<file path="src/rtl/gcd_pkg.sv">
// Shared definitions for the parametrised GCD coprocessor.
//   state_t    : engine FSM states (IDLE waits for a request, CALC iterates)
//   MODE_SUB   : subtractive Euclid algorithm select
//   MODE_STEIN : binary Stein algorithm select
package gcd_pkg;

  typedef enum logic [0:0] {
    IDLE = 1'b0,
    CALC = 1'b1
  } state_t;

  localparam logic MODE_SUB   = 1'b0;
  localparam logic MODE_STEIN = 1'b1;

endpackage

</file>
<file path="src/rtl/gcd_step.sv">
// One combinational GCD iteration in either algorithm.
//   mode_i          : MODE_SUB or MODE_STEIN
//   a_i, b_i, k_i   : current operands and Stein common-power-of-two count
//   a_o, b_o, k_o   : operands and count after one step
//   eq_o            : operands are equal, so the run is complete
module gcd_step
  import gcd_pkg::*;
#(
  parameter int WIDTH = 32,
  parameter int K_W   = $clog2(WIDTH) + 1
) (
  input  logic             mode_i,
  input  logic [WIDTH-1:0] a_i,
  input  logic [WIDTH-1:0] b_i,
  input  logic [K_W-1:0]   k_i,
  output logic [WIDTH-1:0] a_o,
  output logic [WIDTH-1:0] b_o,
  output logic [K_W-1:0]   k_o,
  output logic             eq_o
);

  always_comb begin
    a_o  = a_i;
    b_o  = b_i;
    k_o  = k_i;
    eq_o = (a_i == b_i);
    if (!eq_o) begin
      if (mode_i == MODE_SUB) begin
        if (a_i < b_i) b_o = b_i - a_i;
        else           a_o = a_i - b_i;
      end else begin
        // Stein: strip shared factors of two first, then lone factors,
        // and only subtract once both operands are odd.
        if (!a_i[0] && !b_i[0]) begin
          a_o = a_i >> 1;
          b_o = b_i >> 1;
          k_o = k_i + K_W'(1);
        end else if (!a_i[0]) begin
          a_o = a_i >> 1;
        end else if (!b_i[0]) begin
          b_o = b_i >> 1;
        end else if (a_i < b_i) begin
          b_o = b_i - a_i;
        end else begin
          a_o = a_i - b_i;
        end
      end
    end
  end

endmodule

</file>
<file path="src/rtl/gcd_engine_param.sv">
// Parametrised GCD coprocessor engine (subtractive Euclid or binary Stein).
//   clk, reset         : clock, asynchronous active-high reset
//   clk_en             : step enable; everything but done freezes when low
//   start, abort, mode : request, cancel, algorithm select (sampled at accept)
//   op_a, op_b         : operands (sampled at accept)
//   result, iter       : last GCD, step count of last/current run (saturating)
//   busy, done         : computing, one-cycle completion pulse
//   zero_err, aborted  : both operands were zero, last run was cancelled
module gcd_engine_param
  import gcd_pkg::*;
#(
  parameter int WIDTH  = 32,
  parameter int ITER_W = 16,
  parameter int K_W    = $clog2(WIDTH) + 1
) (
  input  logic              clk,
  input  logic              reset,
  input  logic              clk_en,
  input  logic              start,
  input  logic              abort,
  input  logic              mode,
  input  logic [WIDTH-1:0]  op_a,
  input  logic [WIDTH-1:0]  op_b,
  output logic [WIDTH-1:0]  result,
  output logic [ITER_W-1:0] iter,
  output logic              busy,
  output logic              done,
  output logic              zero_err,
  output logic              aborted
);

  state_t              state_q, state_d;
  logic [WIDTH-1:0]    a_q, a_d, b_q, b_d;
  logic [K_W-1:0]      k_q, k_d;
  logic [ITER_W-1:0]   iter_q, iter_d;
  logic [WIDTH-1:0]    result_q, result_d;
  logic                mode_q, mode_d;
  logic                done_q, done_d;
  logic                zero_err_q, zero_err_d;
  logic                aborted_q, aborted_d;

  logic [WIDTH-1:0]    step_a, step_b;
  logic [K_W-1:0]      step_k;
  logic                step_eq;

  function automatic logic [ITER_W-1:0] sat_inc(input logic [ITER_W-1:0] v);
    return (&v) ? v : v + ITER_W'(1);
  endfunction

  gcd_step #(.WIDTH(WIDTH), .K_W(K_W)) u_step (
    .mode_i (mode_q),
    .a_i    (a_q),
    .b_i    (b_q),
    .k_i    (k_q),
    .a_o    (step_a),
    .b_o    (step_b),
    .k_o    (step_k),
    .eq_o   (step_eq)
  );

  // State and datapath registers
  always_ff @(posedge clk or posedge reset) begin
    if (reset) begin
      state_q    <= IDLE;
      a_q        <= '0;
      b_q        <= '0;
      k_q        <= '0;
      iter_q     <= '0;
      result_q   <= '0;
      mode_q     <= MODE_SUB;
      done_q     <= 1'b0;
      zero_err_q <= 1'b0;
      aborted_q  <= 1'b0;
    end else begin
      state_q    <= state_d;
      a_q        <= a_d;
      b_q        <= b_d;
      k_q        <= k_d;
      iter_q     <= iter_d;
      result_q   <= result_d;
      mode_q     <= mode_d;
      done_q     <= done_d;
      zero_err_q <= zero_err_d;
      aborted_q  <= aborted_d;
    end
  end

  // Next-state logic; done_d defaults low so the pulse always self-clears,
  // even on edges where clk_en is low.
  always_comb begin
    state_d    = state_q;
    a_d        = a_q;
    b_d        = b_q;
    k_d        = k_q;
    iter_d     = iter_q;
    result_d   = result_q;
    mode_d     = mode_q;
    done_d     = 1'b0;
    zero_err_d = zero_err_q;
    aborted_d  = aborted_q;
    case (state_q)
      IDLE: begin
        if (start && clk_en && !abort) begin
          a_d        = op_a;
          b_d        = op_b;
          k_d        = '0;
          iter_d     = '0;
          mode_d     = mode;
          aborted_d  = 1'b0;
          zero_err_d = (op_a == '0) && (op_b == '0);
          // gcd(x, 0) = x, so a zero operand completes without iterating.
          if ((op_a == '0) || (op_b == '0)) begin
            result_d = op_a | op_b;
            done_d   = 1'b1;
          end else begin
            state_d = CALC;
          end
        end
      end
      CALC: begin
        if (abort) begin
          state_d   = IDLE;
          aborted_d = 1'b1;
        end else if (clk_en) begin
          if (step_eq) begin
            result_d = a_q << k_q;
            done_d   = 1'b1;
            state_d  = IDLE;
          end else begin
            a_d    = step_a;
            b_d    = step_b;
            k_d    = step_k;
            iter_d = sat_inc(iter_q);
          end
        end
      end
      default: state_d = IDLE;
    endcase
  end

  // Outputs
  always_comb begin
    result   = result_q;
    iter     = iter_q;
    busy     = (state_q == CALC);
    done     = done_q;
    zero_err = zero_err_q;
    aborted  = aborted_q;
  end

endmodule

</file>
<file path="config.mk">
export PLATFORM = sky130hd
export DESIGN_NAME = gcd_engine_param
export DESIGN_NICKNAME = d
export VERILOG_FILES = /design/src/rtl/gcd_pkg.sv /design/src/rtl/gcd_step.sv /design/src/rtl/gcd_engine_param.sv
export SDC_FILE = /design/constraint.sdc
export NUM_CORES = 1
export LEC_CHECK = 0
export ABC_AREA = 1
export CORE_MARGIN = 2
export CORE_UTILIZATION = 50
export CTS_CLUSTER_SIZE = 28
export DETAILED_ROUTE_END_ITERATION = 8
export HOLD_SLACK_MARGIN = 0.12
export PLACE_DENSITY_LB_ADDON = 0.05
export SYNTH_ARGS = -nofsm -noshare
export SYNTH_HDL_FRONTEND = slang
export SYNTH_HIERARCHICAL = 1
export SYNTH_SLANG_ARGS = --single-unit
</file>
<file path="constraint.sdc">
create_clock -name clk -period 9.81 [get_ports clk]
set_input_delay 1.962 -clock clk [delete_from_list [all_inputs] [get_ports clk]]
set_output_delay 1.962 -clock clk [all_outputs]
set_load 0.02 [all_outputs]
</file>
* Yosys cells after proc, flatten, opt, wreduce, memory -nomap -nowiden
Cells that the tools add are included.
Storage, ports and cells: word-level logic and storage cells 113, RAM bits 0, ROM bits 0, register bits 123, bits in latches 0, memories kept 0
Operators by class: reductions and logical operators 20, $lt $le $gt $ge 1, bitwise logic cells 2, add/sub/neg operators 4, div/mod/pow operators 0, shifts and indexed selects 1, eq/ne operators 17, $mul 0, muxes and demuxes 56
Operators by type and width (number):
- 32-bit 2-to-1 mux | 25
- 32-bit one-hot mux with 2 select lines | 3
- 16-bit 2-to-1 mux | 5
- 32-bit logical NOT | 2
- 32-bit subtractor | 2
- 6-bit 2-to-1 mux | 6
- 32-bit equality test | 1
- 32-bit less-than comparator | 1
- 32-bit OR | 1
- 16-bit one-hot mux with 2 select lines | 1
- 32-bit by 6-bit left shift with 32-bit output | 1
- 16-bit by 1-bit adder with 16-bit output (second input constant) | 1
- 16-bit AND reduction | 1
- 5-bit AND reduction | 3
- 2-bit inequality test (second input constant) | 7
- 7-bit AND reduction | 2
- 1-bit 2-to-1 mux | 12
- 6-bit one-hot mux with 2 select lines | 1
- 6-bit AND reduction | 2
- 4-bit by 3-bit inequality test with 1-bit output (second input constant) | 2
- 6-bit by 1-bit adder with 6-bit output (second input constant) | 1
- 2-bit by 1-bit inequality test with 1-bit output (second input constant) | 3
- 1-bit one-hot mux with 2 select lines | 3
- 5-bit by 4-bit inequality test with 1-bit output (second input constant) | 1
- other kinds (8) | 14

* Depth between registers and ports, before layout
depth after elaboration 10, gate-level depth with buffers 24, depth with buffers taken out 22

* Cells and area by module
Netlist, hierarchy kept.
Modules (own cells, without submodules):
- gcd_step | area an instance 8286.7 um2, cells an instance 1750, instances 1
- gcd_engine_param | area an instance 7850.0 um2, cells an instance 1133, instances 1

* Worst setup path before layout
OpenSTA, ideal clock, no wires.
path kind reg2reg, start register b_q[0], end register result_q[2], in the netlist result[2], setup time 0.127 ns, slack 6.640 ns, buffers on the path 6, cell stages (with the launch flop) 20, data arrival time 3.043 ns, required time 9.683 ns, cells stage by stage dfrtp_1 > clkbuf_1 > inv_2 > clkbuf_1 > clkbuf_1 > ha_1 > inv_1 > nand4_1 > nor2_1 > nand2_1 > buf_2 > inv_1 > buf_2 > nand2_1 > inv_1 > nand2_1 > a21boi_2 > buf_4 > nand2_1 > o21ai_0
On the way: cells in the longest elaborated chain, start to end 3
RTL lines:
- from (decl) | line gcd_engine_param.sv:33 | logic [WIDTH-1:0] a_q, a_d, b_q, b_d;
- from (signal assigned) | line gcd_engine_param.sv:66 | b_q <= '0;
- from (signal assigned) | line gcd_engine_param.sv:77 | b_q <= b_d;
- 32-bit equality test | line gcd_step.sv:26 | eq_o = (a_i == b_i);
- net step_eq | line gcd_engine_param.sv:44 | logic step_eq;
- 2-bit by 1-bit inequality test with 1-bit output (no line)
- 5-bit AND reduction (no line)
- to (signal assigned) | line gcd_engine_param.sv:80 | result_q <= result_d;
- to (decl) | line gcd_engine_param.sv:36 | logic [WIDTH-1:0] result_q, result_d;
The timed path passes the listed nets, and every way through them passes these cells. A chain may end at the register's enable or synchronous reset.

* Final worst setup path
start register b_q[0], end register b_q[11]
On the way: elaborated cells on any way between the ends 20
RTL lines (line):
- 32-bit equality test | gcd_step.sv:26
- net step_eq | gcd_engine_param.sv:44
- 2-bit inequality test (no line)
- 7-bit AND reduction (no line)
The timed path passes the listed nets, and every way through them passes these cells. The select of a mux whose other input is x is not followed.

==> impl_results.md <==
* Synth Register Bits at 123
* Hold Crit Class: flip-flop to flip-flop
* Reg power frac at 16.5%
* Post-CTS Hold Buffers at 0
* TNS Setup at 0 ns
* Row count at 65
* Syn Area/Cell at 5.60 um^2
* TritonCTS clock tree: done
* Yosys warnings at 6
* Vias in the first global route at 18,200
* Highest Signal Layer: met5
* Skew final at 0.00971 ns
* Worst Path Required at 10.13 ns
* Worst relative slew slack at 20.1%
* Post-Syn Nets at 3,023
* PostCTS Resize Cnt at 0
* Top post-synthesis cells by count: 1,007 x nand2_1, 407 x nand3_1, 325 x inv_1
* Synth area leaders: nand2_1 23%, dfrtp_1 19%, nand3_1 13%, a21oi_1 8.1%, inv_1 7.6%
* Setup Buffers After CTS at 0
* Largest net degree at the start of global routing at 113
* Clock share of power at 15.3%
* Total number of vias at 19,700
* Clock sink total at 123
* Clk pin slew, worst setup/hold paths at 0.06 ns
* Fmax at 201 MHz
* Internal Pwr Total at 0.00194 W
* Area share of the largest cell type after synthesis at 23.4%
* Leakage at 9.24 nW
* Number of flops mapped to enable cells by yosys at 0
* Initial antenna violation count at 2
* Final hold vios at 0
* Area of the core at 0.0316 mm^2
* Final setup violating endpoints at 0
* GRT overflow at 0
* Tot GR Track Use at 37.9%
* Routability cong. at 1.02
* Cts bufs inserted at 17
* Hold_ws at 0.479 ns
* Startpoint Class: flip-flop
* Net Sw Frac at 56.1%
* Synth unique cells at 50
* Clock tree buffer depth at 2
* Tcrit/Tclk final at 50.7%
* Synth async-reset ratio at 100%
* Comb power frac at 68.2%
* Period minus WS final at 4.97 ns
* Max VDD drop at 0.139 mV
* Arrival time at the worst endpoint at 5.29 ns
* Top-count cell post-synth: nand2_1
* Switching power at 0.00249 W
* Root Driver: clkbuf_16
* Seq/Total Area, Yosys at 19.1%
* Die Area at 0.0337 mm^2
* Met2 wire len at 28,800 um
* Pre-Repair DR Iteration Count at 8
* WL/cell at 19.5 um
* Setup crit end kind: flip-flop
* Cell Pwr Density at 247 mW/mm^2
* Layout cells sized above 1 at 3.79%
* I/O pins at 122
* Leading area contributor after synthesis: nand2_1
* Crit Path Category: flip-flop to flip-flop
* Worst-skew pair later-pin latency at 0.43 ns
* Met3 wire len at 5690 um
* First-pass GRT wire length at 100,000 um
* DRC errors left at 0
* Nets at 3,029
* Max FO, Critical Path at 112
* Width of the chip at 184 um
* Antenna-violating nets left at 0
* Initial core utilization at 51.0%
* Area grow syn2layout at 10.8%
* Outcome: finished clean
* Ant diodes at 0
* Final wirelength at 64,300 um
* Placed wire-length estimate at 48,700 um
* Vert. Die Dim at 184 um
* Initial DRC Count at 2,298
* Fill count at 3,321
* Worst slew pin tran at 1.20 ns
* # H-tree levels at 4
* Max-Cap Viols at 0
* Synthesized area at 0.0161 mm^2
* Port Buffers at 121
* Cells after Synth at 2,883
* Main flop type after synthesis: dfrtp_1
* Slew Limit Fails at 0
* M1 wire length at 26,400 um
* Via density at 5.95
* RSZ-0062 raised after global routing: false
==> cells by family after synthesis <==
kind of cell	after synthesis	synth area share [%]
adders and majority gates	70	5.52
buffers and inverters	497	12.6
AOI/OAI and AO/OA	511	18.1
muxes	1	0.0698
DFF	123	19.1
xor gates and xnor gates	32	1.74
and+or+nand+nor	1649	42.9
==> power groups by stage <==
stage,logic (W),registers (W),clock network [W]
3_3_place_gp,0.00289,0.000733,0
2_1_floorplan,0.00216,0.000669,0
5_1_grt,0.00334,0.000740,0.000705
6_report,0.00302,0.000730,0.000676
3_5_place_dp,0.00292,0.000735,0
4_1_cts,0.00294,0.000726,0.000681
==> metrics by stage <==
step	area [um^2]	power, W	setup slack (ns)	instances	util [%]
2_1_floorplan	16100	0.00283	4.58	2883	-
3_3_place_gp	17300	0.00362	5.09	3271	54.5
3_5_place_dp	17300	0.00365	5.00	3271	54.5
4_1_cts	17900	0.00435	4.99	3303	56.5
5_1_grt	17900	0.00479	4.50	3304	56.5
6_report	17900	0.00443	4.84	3304	56.5
==> worst max-delay path, cell delays in order (launching register included) <==
cell and delay (ns):
dfrtp_1 0.36, buf_4 0.29, inv_2 0.09, buf_4 0.73, ha_2 0.28, inv_1 0.06, nand4_1 0.14, nor2_1 0.06
nand2_1 0.06, buf_4 0.50, inv_1 0.12, nand2_1 0.09, inv_1 0.08, nor2_4 0.52, buf_4 0.89, nand3_1 0.23
o21a_1 0.19
==> cells in the final DEF, fill, tap and decap left out, types with 2 or more instances in the layout <==
cell	n
a211oi_1	2
a21o_1	4
a21oi_1	260
a21oi_2	6
and2_1	3
buf_4	20
bufinv_16	3
clkbuf_16	17
clkbuf_8	2
clkdlybuf4s50_1	121
clkinv_1	2
clkinv_2	2
clkinv_4	3
clkinvlp_4	3
dfrtp_1	122
fa_1	2
ha_1	67
inv_1	323
inv_2	16
inv_6	2
nand2_1	1007
nand2_2	13
nand3_1	407
nand3b_1	2
nand4_1	26
nor2_1	159
nor2_2	5
nor2_4	3
nor3_1	14
o211ai_1	28
o21a_1	66
o21ai_0	88
o21ai_1	31
o21bai_1	7
o31ai_1	7
o32ai_1	6
or2_2	3
xnor2_1	8
xor2_1	24
==> sequential cells by signal (all words and copies together), names as in the netlist <==
| signal | count |
|---|---|
| a_q | 32 |
| aborted | 1 |
| b_q | 32 |
| busy | 1 |
| done | 1 |
| iter | 16 |
| k_q | 6 |
| mode_q | 1 |
| result | 32 |
| zero_err | 1 |
==> area by class of cell <==
type | instances | area [um^2] | area share, %
timing repair buffer | 142 | 1370 | 7.67
tap | 402 | 503 | 2.81
inverter | 342 | 1290 | 7.19
multi-input combinational | 2263 | 11000 | 61.6
clock buffer | 19 | 453 | 2.53
sequential | 123 | 3080 | 17.2
clock inverter | 13 | 166 | 0.930
==> final timing paths <==
kind | to | slack (ns) | from | cells past startpoint
setup / recovery | b_q[11] | 4.84 | b_q[0] | 16
hold / removal | result[6] | 0.48 | result[6] | 2
setup reg to reg | b_q[11] | 4.84 | b_q[0] | 16
hold reg to reg | result[6] | 0.48 | result[6] | 2
max in group asynchronous | a_q[22] | 6.39 | reset | 3
min in group asynchronous | result[25] | 2.02 | reset | 2
==> metal layers <==
layer  up-vias  GRT usage [%]
met5         -              0
met4         2           18.6
met3       224           6.60
met2      1081           61.2
met1      9026           49.0
li1       9341              -
No activity file was read; power rests on OpenSTA's default activity.
